`src/rtl/rr_arbiter_5to1_if.sv`:
```
// rtl/rr_arbiter_5to1_if.sv - request/grant bundle between five requesters and the arbiter
//
// Purpose: groups the arbiter's request input and its registered grant outputs.
// Signals:
//   req      [4:0]        bit i set = requester i wants the shared mux
//   grant    [4:0]        one-hot grant, all zero when nobody owns the mux
//   sel      [2:0]        mux select, index of the current owner (0..4)
//   valid                 1 while grant is non-zero
//   hold_cnt [HOLD_W-1:0] cycles elapsed in the current grant, starting at 1
// Modports: master = requester side, slave = arbiter side.
interface rr_arbiter_5to1_if #(
  parameter int HOLD_W = 4
);
  logic [4:0]        req;
  logic [4:0]        grant;
  logic [2:0]        sel;
  logic              valid;
  logic [HOLD_W-1:0] hold_cnt;

  modport master (output req, input grant, sel, valid, hold_cnt);
  modport slave  (input req, output grant, sel, valid, hold_cnt);
endinterface

```
`src/rtl/rr_arbiter_5to1.sv`:
```
// rtl/rr_arbiter_5to1.sv - round-robin arbiter for a shared 32-bit 5-to-1 mux
//
// Purpose: picks one of five requesters with a rotating priority pointer and
// drives the registered select, one-hot grant, valid and hold counter. An
// optional hold limit forces a release so no requester can keep the mux.
// Ports:
//   clk_i  clock, all state updates on the rising edge
//   rst_i  synchronous active-high reset
//   bus    rr_arbiter_5to1_if.slave (req in; grant, sel, valid, hold_cnt out)
// Parameters:
//   MAX_HOLD  maximum consecutive cycles of one grant, 0 = unlimited
//   HOLD_W    hold counter width, 2**HOLD_W > MAX_HOLD
module rr_arbiter_5to1 #(
  parameter int MAX_HOLD = 8,
  parameter int HOLD_W   = 4
) (
  input  logic                 clk_i,
  input  logic                 rst_i,
  rr_arbiter_5to1_if.slave     bus
);

  typedef enum logic {IDLE, OWNED} state_t;

  state_t            state_q, state_d;
  logic [2:0]        ptr_q, ptr_d;
  logic [4:0]        grant_q, grant_d;
  logic [2:0]        sel_q, sel_d;
  logic [HOLD_W-1:0] hold_q, hold_d;

  logic              owner_req;
  logic              timeout;
  logic              release_now;
  logic [2:0]        ptr_next;
  logic              found;
  logic [2:0]        win;

  // Circular search starting at p; returns {found, index}. Iterating from the
  // far end and overwriting leaves the first hit in search order.
  function automatic logic [3:0] pick(input logic [2:0] p, input logic [4:0] r);
    logic [3:0] res;
    logic [2:0] c;
    int         s;
    res = 4'b0000;
    for (int i = 4; i >= 0; i--) begin
      s = int'(p) + i;
      if (s >= 5) s = s - 5;
      c = 3'(s);
      if (r[c]) res = {1'b1, c};
    end
    return res;
  endfunction

  always_ff @(posedge clk_i) begin
    if (rst_i) begin
      state_q <= IDLE;
      ptr_q   <= 3'd0;
      grant_q <= 5'b00000;
      sel_q   <= 3'd0;
      hold_q  <= '0;
    end else begin
      state_q <= state_d;
      ptr_q   <= ptr_d;
      grant_q <= grant_d;
      sel_q   <= sel_d;
      hold_q  <= hold_d;
    end
  end

  always_comb begin
    state_d = state_q;
    ptr_d   = ptr_q;
    grant_d = grant_q;
    sel_d   = sel_q;
    hold_d  = hold_q;

    // grant_q is one-hot while owned, so masking avoids indexing req by sel.
    owner_req   = |(bus.req & grant_q);
    timeout     = (MAX_HOLD != 0) && (hold_q == HOLD_W'(MAX_HOLD));
    release_now = (state_q == OWNED) && (!owner_req || timeout);
    ptr_next    = (sel_q == 3'd4) ? 3'd0 : sel_q + 3'd1;

    // On release the handoff search already uses the advanced pointer, which
    // makes a timed-out owner the last candidate.
    {found, win} = pick(release_now ? ptr_next : ptr_q, bus.req);

    unique case (state_q)
      IDLE: begin
        if (found) begin
          state_d = OWNED;
          grant_d = 5'b00001 << win;
          sel_d   = win;
          hold_d  = HOLD_W'(1);
        end
      end
      OWNED: begin
        if (release_now) begin
          ptr_d = ptr_next;
          if (found) begin
            grant_d = 5'b00001 << win;
            sel_d   = win;
            hold_d  = HOLD_W'(1);
          end else begin
            state_d = IDLE;
            grant_d = 5'b00000;
            hold_d  = '0;
          end
        end else if (hold_q != {HOLD_W{1'b1}}) begin
          hold_d = hold_q + HOLD_W'(1);
        end
      end
      default: state_d = IDLE;
    endcase
  end

  assign bus.grant    = grant_q;
  assign bus.sel      = sel_q;
  assign bus.valid    = (state_q == OWNED);
  assign bus.hold_cnt = hold_q;

endmodule

```
`src/flat_wrapper.sv`:
```
// flat-port wrapper written by rule: the top's interface ports become plain ports
module rr_arbiter_5to1_flat 
#(
  parameter int MAX_HOLD = 8,
  parameter int HOLD_W   = 4
)
  (clk_i, rst_i, bus_req, bus_grant, bus_sel, bus_valid, bus_hold_cnt);
  rr_arbiter_5to1_if #(.HOLD_W(HOLD_W)) bus_i ();
  input  logic clk_i;
  input  logic rst_i;
  input wire logic [$bits(bus_i.req)-1:0] bus_req;
  output wire logic [$bits(bus_i.grant)-1:0] bus_grant;
  output wire logic [$bits(bus_i.sel)-1:0] bus_sel;
  output wire logic [$bits(bus_i.valid)-1:0] bus_valid;
  output wire logic [$bits(bus_i.hold_cnt)-1:0] bus_hold_cnt;
  assign bus_i.req = bus_req;
  assign bus_grant = bus_i.grant;
  assign bus_sel = bus_i.sel;
  assign bus_valid = bus_i.valid;
  assign bus_hold_cnt = bus_i.hold_cnt;
  rr_arbiter_5to1 #(.MAX_HOLD(MAX_HOLD), .HOLD_W(HOLD_W)) u_core (.clk_i(clk_i), .rst_i(rst_i), .bus(bus_i));
endmodule
```
`config.mk`:
```
export PLATFORM = sky130hd
export DESIGN_NAME = rr_arbiter_5to1_flat
export DESIGN_NICKNAME = d
export VERILOG_FILES = /design/src/rtl/rr_arbiter_5to1_if.sv /design/src/rtl/rr_arbiter_5to1.sv /design/src/flat_wrapper.sv
export SDC_FILE = /design/constraint.sdc
export NUM_CORES = 1
export LEC_CHECK = 0
export ABC_AREA = 1
export CORE_MARGIN = 4
export CORE_UTILIZATION = 58
export CTS_CLUSTER_DIAMETER = 200
export DETAILED_ROUTE_END_ITERATION = 10
export PLACE_DENSITY = 0.84
export SYNTH_ARGS = -nofsm -noshare
export SYNTH_HDL_FRONTEND = slang
export SYNTH_SLANG_ARGS = --single-unit
```
`constraint.sdc`:
```
create_clock -name clk_i -period 4.7 [get_ports clk_i]
set_input_delay 1.175 -clock clk_i [delete_from_list [all_inputs] [get_ports clk_i]]
set_output_delay 1.175 -clock clk_i [all_outputs]
set_load 0.005 [all_outputs]
```
# After elaboration in Yosys (flattened, before gate mapping)
# Index checks and enable logic that the tools add are counted.
dict set report word_totals {
  out_inout_bits 13
  inputBits 7
  latchBits 0
  mem_count 0
  rom_bits 0
  wordCells 78
  ramBits 0
  ff_bits 16
}
dict set report classes {
  reduce_logical 6
  bitwise_logic 2
  shift 1
  multipliers 0
  muxes 37
  n_div 0
  magnitude_cmp 10
  eq_ne 6
  addsub 11
}
# cell n
set ops {}
lappend ops {{$mux 4} 8}
lappend ops {{$mux 3} 9}
lappend ops {{$lt 3x4->1 const B} 5}
lappend ops {{$ge 4x3->1 const B} 4}
lappend ops {{$bmux 1 s3} 5}
lappend ops {{$mux 5} 3}
lappend ops {{$sub 3x3->3 const B} 5}
lappend ops {{$pmux 5 s2} 1}
lappend ops {{$add 3x2->4 const B} 2}
lappend ops {{$mux 1} 8}
lappend ops {{$pmux 4 s2} 1}
lappend ops {{$pmux 3 s2} 1}
lappend ops {{$and 5x5->5} 1}
lappend ops {{$reduce_or 5->1} 1}
lappend ops {{$shl 1x3->5 const A} 1}
lappend ops {{$add 3x1->4 const B} 1}
lappend ops {{$add 3x3->4 const B} 1}
lappend ops {{$add 4x1->4 const B} 1}
lappend ops {{$eq 4x4->1 const B} 1}
lappend ops {{$ne 4x4->1 const B} 1}
lappend ops {{$reduce_and 2->1} 2}
lappend ops {{$add 3x1->3 const B} 1}
lappend ops {{$eq 3x3->1 const B} 1}
lappend ops {{$ge 3x3->1 const B} 1}
lappend ops {{8 further kinds} 8}

# Depth between registers and ports, before layout
# Gate-level depths: netlist of run 1.
dict set report logic_depth {
  depth_word 20
  mapped_depth 29
  mapped_depth_nobuf 29
}

# Worst setup path after synthesis of run 1
# OpenSTA, ideal clock, no wires.
dict set report synth_timing {
  kind {input port to flip-flop}
  startpoint {input port bus_req[1]}
  endpoint {register u_core.hold_q[0], in the netlist u_core.bus.hold_cnt[0]}
  setup_time_ns 0.128
  stages 24
  n_path_buf 0
  arrival_ns 4.227
  required_time_ns 4.572
  path_slack_ns 0.345
  cell_sequence {nand2_1 nand3_2 o21ai_4 nand2_4 o21ai_2 inv_1 ha_1 fa_1 inv_1 nor2_1 a21oi_1 inv_1 nand2_1 nand2_2 nor4_2 nor2_4 nand3_2 nor2_4 nor2_8 nor2_8 nand2_2 nand2_1 nand2_1 nor2_1}
}
dict set report synth_between {
  elab_chain_len 19
  elab_cells_between_ends 46
  classes_between {9 x add/sub; 5 x order compare; 2 x eq/ne; 24 x mux; 1 x bitwise; 5 x reduce/logical}
}
# element line_no
set synth_lines {}
lappend synth_lines {{start, declared} flat_wrapper.sv:11} ;# input wire logic [$bits(bus_i.req)-1:0] bus_req;
lappend synth_lines {{$and 5x5->5} rr_arbiter_5to1.sv:77} ;# owner_req = |(bus.req & grant_q);
lappend synth_lines {{$reduce_or 5->1} rr_arbiter_5to1.sv:77}
lappend synth_lines {{$logic_not 1->1} rr_arbiter_5to1.sv:79} ;# release_now = (state_q == OWNED) && (!owner_req || timeout);
lappend synth_lines {{$logic_or 1x1->1} rr_arbiter_5to1.sv:79}
lappend synth_lines {{$logic_and 1x1->1} rr_arbiter_5to1.sv:79}
lappend synth_lines {{$mux 3} rr_arbiter_5to1.sv:84} ;# {found, win} = pick(release_now ? ptr_next : ptr_q, bus.req);
lappend synth_lines {{$add 3x3->4} rr_arbiter_5to1.sv:45} ;# s = int'(p) + i;
lappend synth_lines {{$ge 4x3->1 / $sub 3x3->3 (equally long branches)} rr_arbiter_5to1.sv:46} ;# if (s >= 5) s = s - 5;
lappend synth_lines {{$mux 3} rr_arbiter_5to1.sv:46}
lappend synth_lines {{$bmux 1 s3} rr_arbiter_5to1.sv:48} ;# if (r[c]) res = {1'b1, c};
lappend synth_lines {{$mux 1 (not written as such)} rr_arbiter_5to1.sv:48}
lappend synth_lines {{$mux 4 (5 in a row)} rr_arbiter_5to1.sv:48}
lappend synth_lines {{$mux 1} rr_arbiter_5to1.sv:98} ;# if (found) begin
lappend synth_lines {{$mux 4} rr_arbiter_5to1.sv:96} ;# if (release_now) begin
lappend synth_lines {{$pmux 4 s2} rr_arbiter_5to1.sv:86} ;# unique case (state_q)
lappend synth_lines {{end signal, assigned} rr_arbiter_5to1.sv:65} ;# hold_q <= hold_d;
lappend synth_lines {{end, declared} rr_arbiter_5to1.sv:28} ;# logic [HOLD_W-1:0] hold_q, hold_d;
# Parallel ways exist; a longest one is shown, timed or not. The select of a mux whose other input is x is not followed.
# A chain may end at the register's enable or synchronous reset.

# Worst setup path in the final report of run 1
dict set report layout_timing {
  startpoint {input port bus_req[1]}
  endpoint {register u_core.sel_q[2], in the netlist u_core.bus.sel[2]}
}
dict set report layout_between {
  elab_chain_len 19
  elab_cells_between_ends 44
  classes_between {9 x add/sub; 5 x order compare; 1 x eq/ne; 24 x mux; 1 x bitwise; 4 x reduce/logical}
}
# element line_no
set layout_lines {}
lappend layout_lines {{$and 5x5->5} rr_arbiter_5to1.sv:77}
lappend layout_lines {{$reduce_or 5->1} rr_arbiter_5to1.sv:77}
lappend layout_lines {{$logic_not 1->1} rr_arbiter_5to1.sv:79}
lappend layout_lines {{$logic_or 1x1->1} rr_arbiter_5to1.sv:79}
lappend layout_lines {{$logic_and 1x1->1} rr_arbiter_5to1.sv:79}
lappend layout_lines {{$mux 3} rr_arbiter_5to1.sv:84}
lappend layout_lines {{$add 3x3->4} rr_arbiter_5to1.sv:45}
lappend layout_lines {{$ge 4x3->1 / $sub 3x3->3 (equally long branches)} rr_arbiter_5to1.sv:46}
lappend layout_lines {{$mux 3} rr_arbiter_5to1.sv:46}
lappend layout_lines {{$bmux 1 s3} rr_arbiter_5to1.sv:48}
lappend layout_lines {{$mux 1 (not written as such)} rr_arbiter_5to1.sv:48}
lappend layout_lines {{$mux 4 (5 in a row)} rr_arbiter_5to1.sv:48}
lappend layout_lines {{$mux 3} {rr_arbiter_5to1.sv:88, rr_arbiter_5to1.sv:98}}
lappend layout_lines {{$mux 3} rr_arbiter_5to1.sv:96}
lappend layout_lines {{$pmux 3 s2} rr_arbiter_5to1.sv:86}
lappend layout_lines {{end signal, assigned} rr_arbiter_5to1.sv:64} ;# sel_q <= sel_d;
lappend layout_lines {{end, declared} rr_arbiter_5to1.sv:27} ;# logic [2:0] sel_q, sel_d;
# Parallel ways exist; a longest one is shown, timed or not. The select of a mux whose other input is x is not followed.

==> results.py, run 1 <==
metrics = {
    "setup_path": {
        "r2r_cells": 24,
        "cp-startpoint": "bus_req[1]",
        "start_kind": "input port",
        "r2r-start": "u_core.bus.hold_cnt[0]$_SDFFE_PP0P_",
        "crit_cells": 24,
        "cpMostUsedCell": "buf_4",
        "crit_end": "u_core.bus.sel[2]$_SDFFE_PP0P_",
        "path_buf_inv": 8,
        "r2r_slack_ns": 1.01,
        "r2r-end": "u_core.bus.sel[2]$_SDFFE_PP0P_",
        "arrival_ns": 4.73,
        "critPathMaxStageDelay_ns": 0.43,
        "slowest_stage": "clkdlybuf4s50_1",
        "worstSetupEndpointType": "flip-flop",
        "path_delay_family": "buffers and inverters",
        "worstPathCellList": "clkdlybuf4s50_1 -> nand2_1 -> nand3_2 -> o21ai_4 -> buf_4 -> nand3_2 -> nand2_2 -> ha_2 -> fa_2 -> inv_1 -> nor2_2 -> a21oi_2 -> buf_4 -> a21oi_2 -> inv_1 -> nor4_2 -> buf_4 -> nor2_4 -> nand3_2 -> nor2_4 -> inv_1 -> nand2_1 -> buf_4 -> a211oi_1",
        "critical_path_class": "in2reg",
        "critPathRequiredTime_ns": 4.88,
        "crit_path_max_fanout": 6,
    },
    "grt": {
        "grt_pass1_vias": 2045,
        "antenna_found_initial": 0,
        "grt_pass1_wl_um": 9540,
        "grt_overflow": 0,
        "grt_max_degree": 12,
        "track_usage": 0.278,
    },
    "die": {
        "core_sq_um": 3150,
        "pin_count": 20,
        "rows": 20,
        "die_y_um": 66.4,
        "initial_core_util": 0.628,
        "dieArea_sq_um": 4410,
        "die_w_um": 66.4,
    },
    "route": {
        "firstDrtPassIters": 5,
        "drcViolationCount": 0,
        "first_iter_violations": 272,
        "viasPerCell": 5.59,
        "wirelength_um": 6000,
        "wl_per_cell_um": 14.2,
        "ant_nets": 0,
        "vias": 2365,
    },
    "place": {
        "place.detailed.hpwl_um": 4760,
        "io_buffers": 19,
        "pre_cts_slack_ns": -0.142,
        "post-place-cells": 418,
        "place_congestion": 0.973,
    },
    "flow_run": {
        "drv_cap": 0,
    },
    "clock_tree": {
        "cts_made_buffers": 3,
        "ctsHoldBuffers": 0,
        "cts_sinks": 16,
        "clk_pin_slew_worst_paths_ns": 0.09,
        "ctsLongestPathBuffers": 2,
        "cts-htree-levels": 1,
        "cts_tree": "done",
        "clock-root-buffer": "clkbuf_4",
        "clk-insertion-delay-late_ns": 0.28,
    },
    "synth": {
        "synthFlopType": "dfxtp_1",
        "yosysWarnings": 0,
        "synthArstFlopShare": 0,
        "synth_area_leaders": "nand2_1 (19%), dfxtp_1 (16%), nand3_1 (14%)",
        "synth.top_cell.area_share": 0.191,
        "yosysMostFrequentCell": "nand2_1",
        "syn_inst": 327,
        "avgSynthCellArea_sq_um": 6.06,
        "syn-num-nets": 347,
        "synth-seq-cells": 16,
        "netlist.top_cell.by_area": "nand2_1",
        "seq_area_frac_synth": 0.162,
        "syn_area_sq_um": 1980,
        "synth_edf_count": 0,
        "synth.distinct_cells": 36,
        "synth_common_cells": "nand2_1 (101), nand3_1 (56), inv_1 (45), dfxtp_1 (16), nor2_1 (14)",
    },
    "sta": {
        "fin_ws_ns": 0.147,
        "fin_skew_ns": 0.00537,
        "tns_ns": 0,
        "fmax_mhz": 220,
        "slew_viol_final": 0,
        "period_share": 0.969,
        "relSlewSlack": 0.623,
        "setup_viol": 0,
        "period_minus_slack_ns": 4.55,
        "holdWs_ns": 0.486,
        "hold_viol": 0,
        "worst_pin_slew_ns": 0.564,
    },
    "layout": {
        "layout-drive-gt1-share": 0.211,
        "syn_to_final_growth_pct": 27.5,
        "fill_cells": 257,
        "diodes": 0,
        "fin_nets": 401,
        "fin_cells": 423,
    },
    "worst_hold_path": {
        "hold_class": "reg2reg",
    },
    "status": {
        "status": "finished clean",
    },
}
## how the worst min path moves through the flow
stage                                             endpoint                              from  slack (ns)  depth (start not counted)
after floorplan           u_core.bus.grant[0]$_SDFFE_PP0P_  u_core.bus.grant[0]$_SDFFE_PP0P_        0.46                          2
after global placement    u_core.bus.grant[3]$_SDFFE_PP0P_  u_core.bus.grant[3]$_SDFFE_PP0P_        0.47                          2
after detailed placement  u_core.bus.grant[4]$_SDFFE_PP0P_  u_core.bus.grant[4]$_SDFFE_PP0P_        0.47                          2
after CTS                 u_core.bus.grant[4]$_SDFFE_PP0P_  u_core.bus.grant[4]$_SDFFE_PP0P_        0.48                          2
after global routing      u_core.bus.grant[4]$_SDFFE_PP0P_  u_core.bus.grant[4]$_SDFFE_PP0P_        0.52                          2
final                     u_core.bus.grant[4]$_SDFFE_PP0P_  u_core.bus.grant[4]$_SDFFE_PP0P_        0.49                          2
## stage by stage
| stage | util | cell area, sq um |
|---|---|---|
| detailed placement | 0.771 | 2430 |
| global placement | 0.771 | 2430 |
| global route | 0.801 | 2530 |
| floorplan | - | 1980 |
| CTS | 0.779 | 2450 |
| finish | 0.801 | 2530 |
## logic make-up (layout without fill, tap and decap cells)
| group | after synthesis | after routing | share of synthesized area |
|---|---|---|---|
| flip-flops | 16 | 16 | 0.162 |
| buffers and inverters | 52 | 104 | 0.106 |
| adder cells (fa/ha/maj) | 13 | 13 | 0.0859 |
| XOR/XNOR | 1 | 1 | 0.00442 |
| AND/OR/NAND/NOR | 212 | 212 | 0.539 |
| AO/OA/AOI/OAI | 33 | 33 | 0.103 |
## what timing repair did
action,4_1_cts,5_1_grt
setup endpoints to repair,0,13
resized for setup,0,11
buffers inserted,0,2
## area by class of cell
class	instances	area (sq um)	share of cell area
inverter	49	184	0.0728
sequential	16	320	0.127
timing repair buffer	52	450	0.178
tap	44	55.1	0.0218
multi-input combinational	259	1490	0.591
clock buffer	3	22.5	0.00892
## metal layers
metal  GRT usage  vias up  part of all wire
met5           0        -                 0
met4      0.0888        0             0.030
met3      0.0544       18             0.063
met2       0.423      103              0.47
met1       0.391     1072              0.44
li1            -     1172                 -
## layout by cell type (no fill, tap or decap), types with 2 or more instances in the layout
master / instances
a21oi_1: 9
a21oi_2: 2
buf_4: 32
clkbuf_4: 3
clkdlybuf4s50_1: 19
dfxtp_1: 16
ha_1: 11
inv_1: 44
inv_2: 4
nand2_1: 101
nand2_2: 10
nand3_1: 55
nand3_2: 11
nand3b_1: 3
nand4_1: 8
nor2_1: 13
nor2_4: 2
nor2_8: 2
o21ai_0: 7
o21ai_1: 3
o21ai_2: 3
o21ai_4: 2
## state kept, by name (all words and copies together) (netlist names)
register and flops:
u_core.bus.grant 5, u_core.ptr_q 3, u_core.bus.hold_cnt 4, u_core.bus.valid 1, u_core.bus.sel 3
## worst register-to-register path, cell delays in order, from the launching register on
cell and delay [ns]:
dfxtp_1 0.38, inv_1 0.09, ha_1 0.20, nand3b_1 0.13, o21ai_4 0.09, nand2_4 0.10
nand2_1 0.10, o21ai_4 0.09, inv_1 0.09, buf_4 0.16, ha_1 0.30, nor2_2 0.18
a21oi_2 0.06, buf_4 0.14, a21oi_2 0.18, inv_1 0.10, nor4_2 0.27, buf_4 0.18
nor2_4 0.05, nand3_2 0.08, nor2_4 0.06, inv_1 0.12, nand2_1 0.09, buf_4 0.13
a211oi_1 0.25
Power of run 1 is not shown: default switching activity piles up to over one toggle a cycle in this logic, so the estimate is an artifact.
==> run 2, diff against run 1 <==
--- a/config.mk
+++ b/config.mk
@@ -11,6 +11,7 @@
 export CTS_CLUSTER_DIAMETER = 200
 export DETAILED_ROUTE_END_ITERATION = 10
 export PLACE_DENSITY = 0.84
+export REMOVE_ABC_BUFFERS = 1
 export SYNTH_ARGS = -nofsm -noshare
 export SYNTH_HDL_FRONTEND = slang
 export SYNTH_SLANG_ARGS = --single-unit
==> run 2 against run 1 <==
Against the previous run:
- clock skew shrank 0.0016 ns
- core utilization shrank 2.8 points
- sequential share of layout area grew 0.46 points
- first-iteration DRC count grew 9.2%
- final cell count shrank 2.4%
- fmax grew 2.2%
- sequential cell count is the same
- clock-buffer cell count grew 1
- routed wire length shrank 8.0%
==> results.py, run 2 (synthesis results as in run 1) <==
metrics = {
    "status": {
        "status": "finished clean",
    },
    "clock_tree": {
        "clock-root-buffer": "clkbuf_4",
        "clk-insertion-delay-late_ns": 0.30,
        "cts_sinks": 16,
        "cts-htree-levels": 1,
        "ctsLongestPathBuffers": 2,
        "cts_tree": "done",
        "cts_made_buffers": 3,
        "clk_pin_slew_worst_paths_ns": 0.10,
        "ctsHoldBuffers": 0,
    },
    "worst_hold_path": {
        "worstHoldStart": "u_core.bus.grant[0]$_SDFFE_PP0P_",
        "hold_class": "reg2reg",
        "hold_depth": 2,
        "holdPathEnd": "u_core.bus.grant[0]$_SDFFE_PP0P_",
    },
    "place": {
        "io_buffers": 19,
        "place_congestion": 0.985,
        "place.detailed.hpwl_um": 4460,
    },
    "grt": {
        "grt_max_degree": 12,
        "grt_overflow": 0,
        "antenna_found_initial": 0,
        "grt_pass1_wl_um": 9260,
        "track_usage": 0.268,
        "grt_pass1_vias": 2131,
    },
    "sta": {
        "hold_viol": 0,
        "relSlewSlack": 0.619,
        "setup_viol": 0,
        "fin_skew_ns": 0.00377,
        "fmax_mhz": 224,
        "tns_ns": 0,
        "slew_viol_final": 0,
        "period_minus_slack_ns": 4.46,
        "worst_pin_slew_ns": 0.569,
        "rsz0062_at_grt": "no",
        "period_share": 0.948,
        "holdWs_ns": 0.504,
    },
    "route": {
        "firstDrtPassIters": 5,
        "wirelength_um": 5520,
        "vias": 2295,
        "wl_per_cell_um": 13.4,
        "first_iter_violations": 297,
        "ant_nets": 0,
        "drcViolationCount": 0,
        "viasPerCell": 5.56,
    },
    "layout": {
        "fill_cells": 255,
        "fin_nets": 390,
        "mostFrequentLayoutCell": "nand2_1",
        "largest_register_ffs": 5,
        "layout-drive-gt1-share": 0.182,
        "final_cell_mix": "nand2_1 (101), nand3_1 (56), inv_1 (45), buf_4 (22), clkdlybuf4s50_1 (19)",
        "syn_to_final_growth_pct": 23.1,
        "diodes": 0,
        "fin_util": 0.773,
    },
    "setup_path": {
        "r2r-end": "u_core.bus.grant[3]$_SDFFE_PP0P_",
        "critPathRequiredTime_ns": 4.88,
        "arrival_ns": 4.63,
        "worstSetupEndpointType": "flip-flop",
        "r2r_slack_ns": 1.07,
        "start_kind": "input port",
        "crit_path_max_fanout": 8,
        "r2r-start": "u_core.bus.hold_cnt[0]$_SDFFE_PP0P_",
        "critical_path_class": "in2reg",
        "r2r_cells": 26,
    },
    "flow_run": {
        "drv_cap": 0,
    },
    "die": {
        "rows": 20,
        "die_w_um": 66.4,
        "dieArea_sq_um": 4410,
        "pin_count": 20,
        "core_sq_um": 3150,
        "initial_core_util": 0.628,
        "die_y_um": 66.4,
    },
}
run 2: per-stage QoR:
step	worst slack, ns	instances	instance area, sq um
after floorplan	0.335	324	1950
after global placement	-0.00671	408	2360
after detailed placement	-0.126	408	2360
after CTS	0.154	412	2390
after global routing	0.00364	413	2440
final	0.245	413	2440
run 2: worst max-delay path by stage:
stage	from	to	slack, ns
floorplan	bus_req[1]	u_core.bus.grant[2]$_SDFFE_PP0P_	0.34
global placement	bus_req[3]	u_core.bus.sel[1]$_SDFFE_PP0P_	-0.007
detailed placement	bus_req[4]	u_core.bus.sel[1]$_SDFFE_PP0P_	-0.13
CTS	bus_req[4]	u_core.bus.sel[1]$_SDFFE_PP0P_	0.15
global route	bus_req[3]	u_core.bus.grant[0]$_SDFFE_PP0P_	0.004
finish	bus_req[4]	u_core.bus.hold_cnt[0]$_SDFFE_PP0P_	0.24
run 2: what timing repair did:
action,CTS,global route
buffers inserted,0,1
endpoints found under the setup margin,0,12
resized for setup,0,8
run 2: per-layer routing:
| metal | wire length [um] | track usage | vias up |
|---|---|---|---|
| met2 | 2610 | 0.467 | 100 |
| met4 | 163 | 0.117 | 0 |
| met5 | 0 | 0 | - |
| met3 | 355 | 0.0153 | 16 |
| met1 | 2390 | 0.336 | 1028 |
| li1 | - | - | 1151 |
run 2: layout make-up:
cell class / count / area (sq um) / share of cell area
Tap cell: 44 / 55.1 / 0.0226
Timing Repair Buffer: 41 / 355 / 0.146
Multi-Input combinational cell: 259 / 1490 / 0.610
Inverter: 49 / 184 / 0.0755
Clock buffer: 4 / 36.3 / 0.0149
Sequential cell: 16 / 320 / 0.131
run 2: worst max-delay path: stages:
cell	delay (ns)
clkdlybuf4s50_1	0.47
nand2_1	0.11
nand2_1	0.09
o21ai_4	0.18
buf_4	0.17
nand3_2	0.11
nand2_2	0.15
ha_1	0.21
fa_2	0.23
inv_1	0.05
nor2_2	0.14
a21oi_2	0.06
buf_4	0.14
a21oi_2	0.16
inv_1	0.09
nor4_2	0.28
buf_4	0.18
nor2_4	0.04
nand3_2	0.08
nor2_4	0.05
nor2_8	0.18
nor2_8	0.06
nand2_2	0.07
nand2_1	0.06
nand2_1	0.06
nor2_1	0.03
Power of run 2 is left out for the same reason.
==> run 3, diff against run 2 <==
--- a/config.mk
+++ b/config.mk
@@ -8,7 +8,7 @@
 export ABC_AREA = 1
 export CORE_MARGIN = 4
 export CORE_UTILIZATION = 58
-export CTS_CLUSTER_DIAMETER = 200
+export CTS_CLUSTER_DIAMETER = 120
 export DETAILED_ROUTE_END_ITERATION = 10
 export PLACE_DENSITY = 0.84
 export REMOVE_ABC_BUFFERS = 1
==> results of run 3 <==
No change in the layout: final DEF, timing and power equal those of run 2.
Power of run 3 is left out for the same reason.
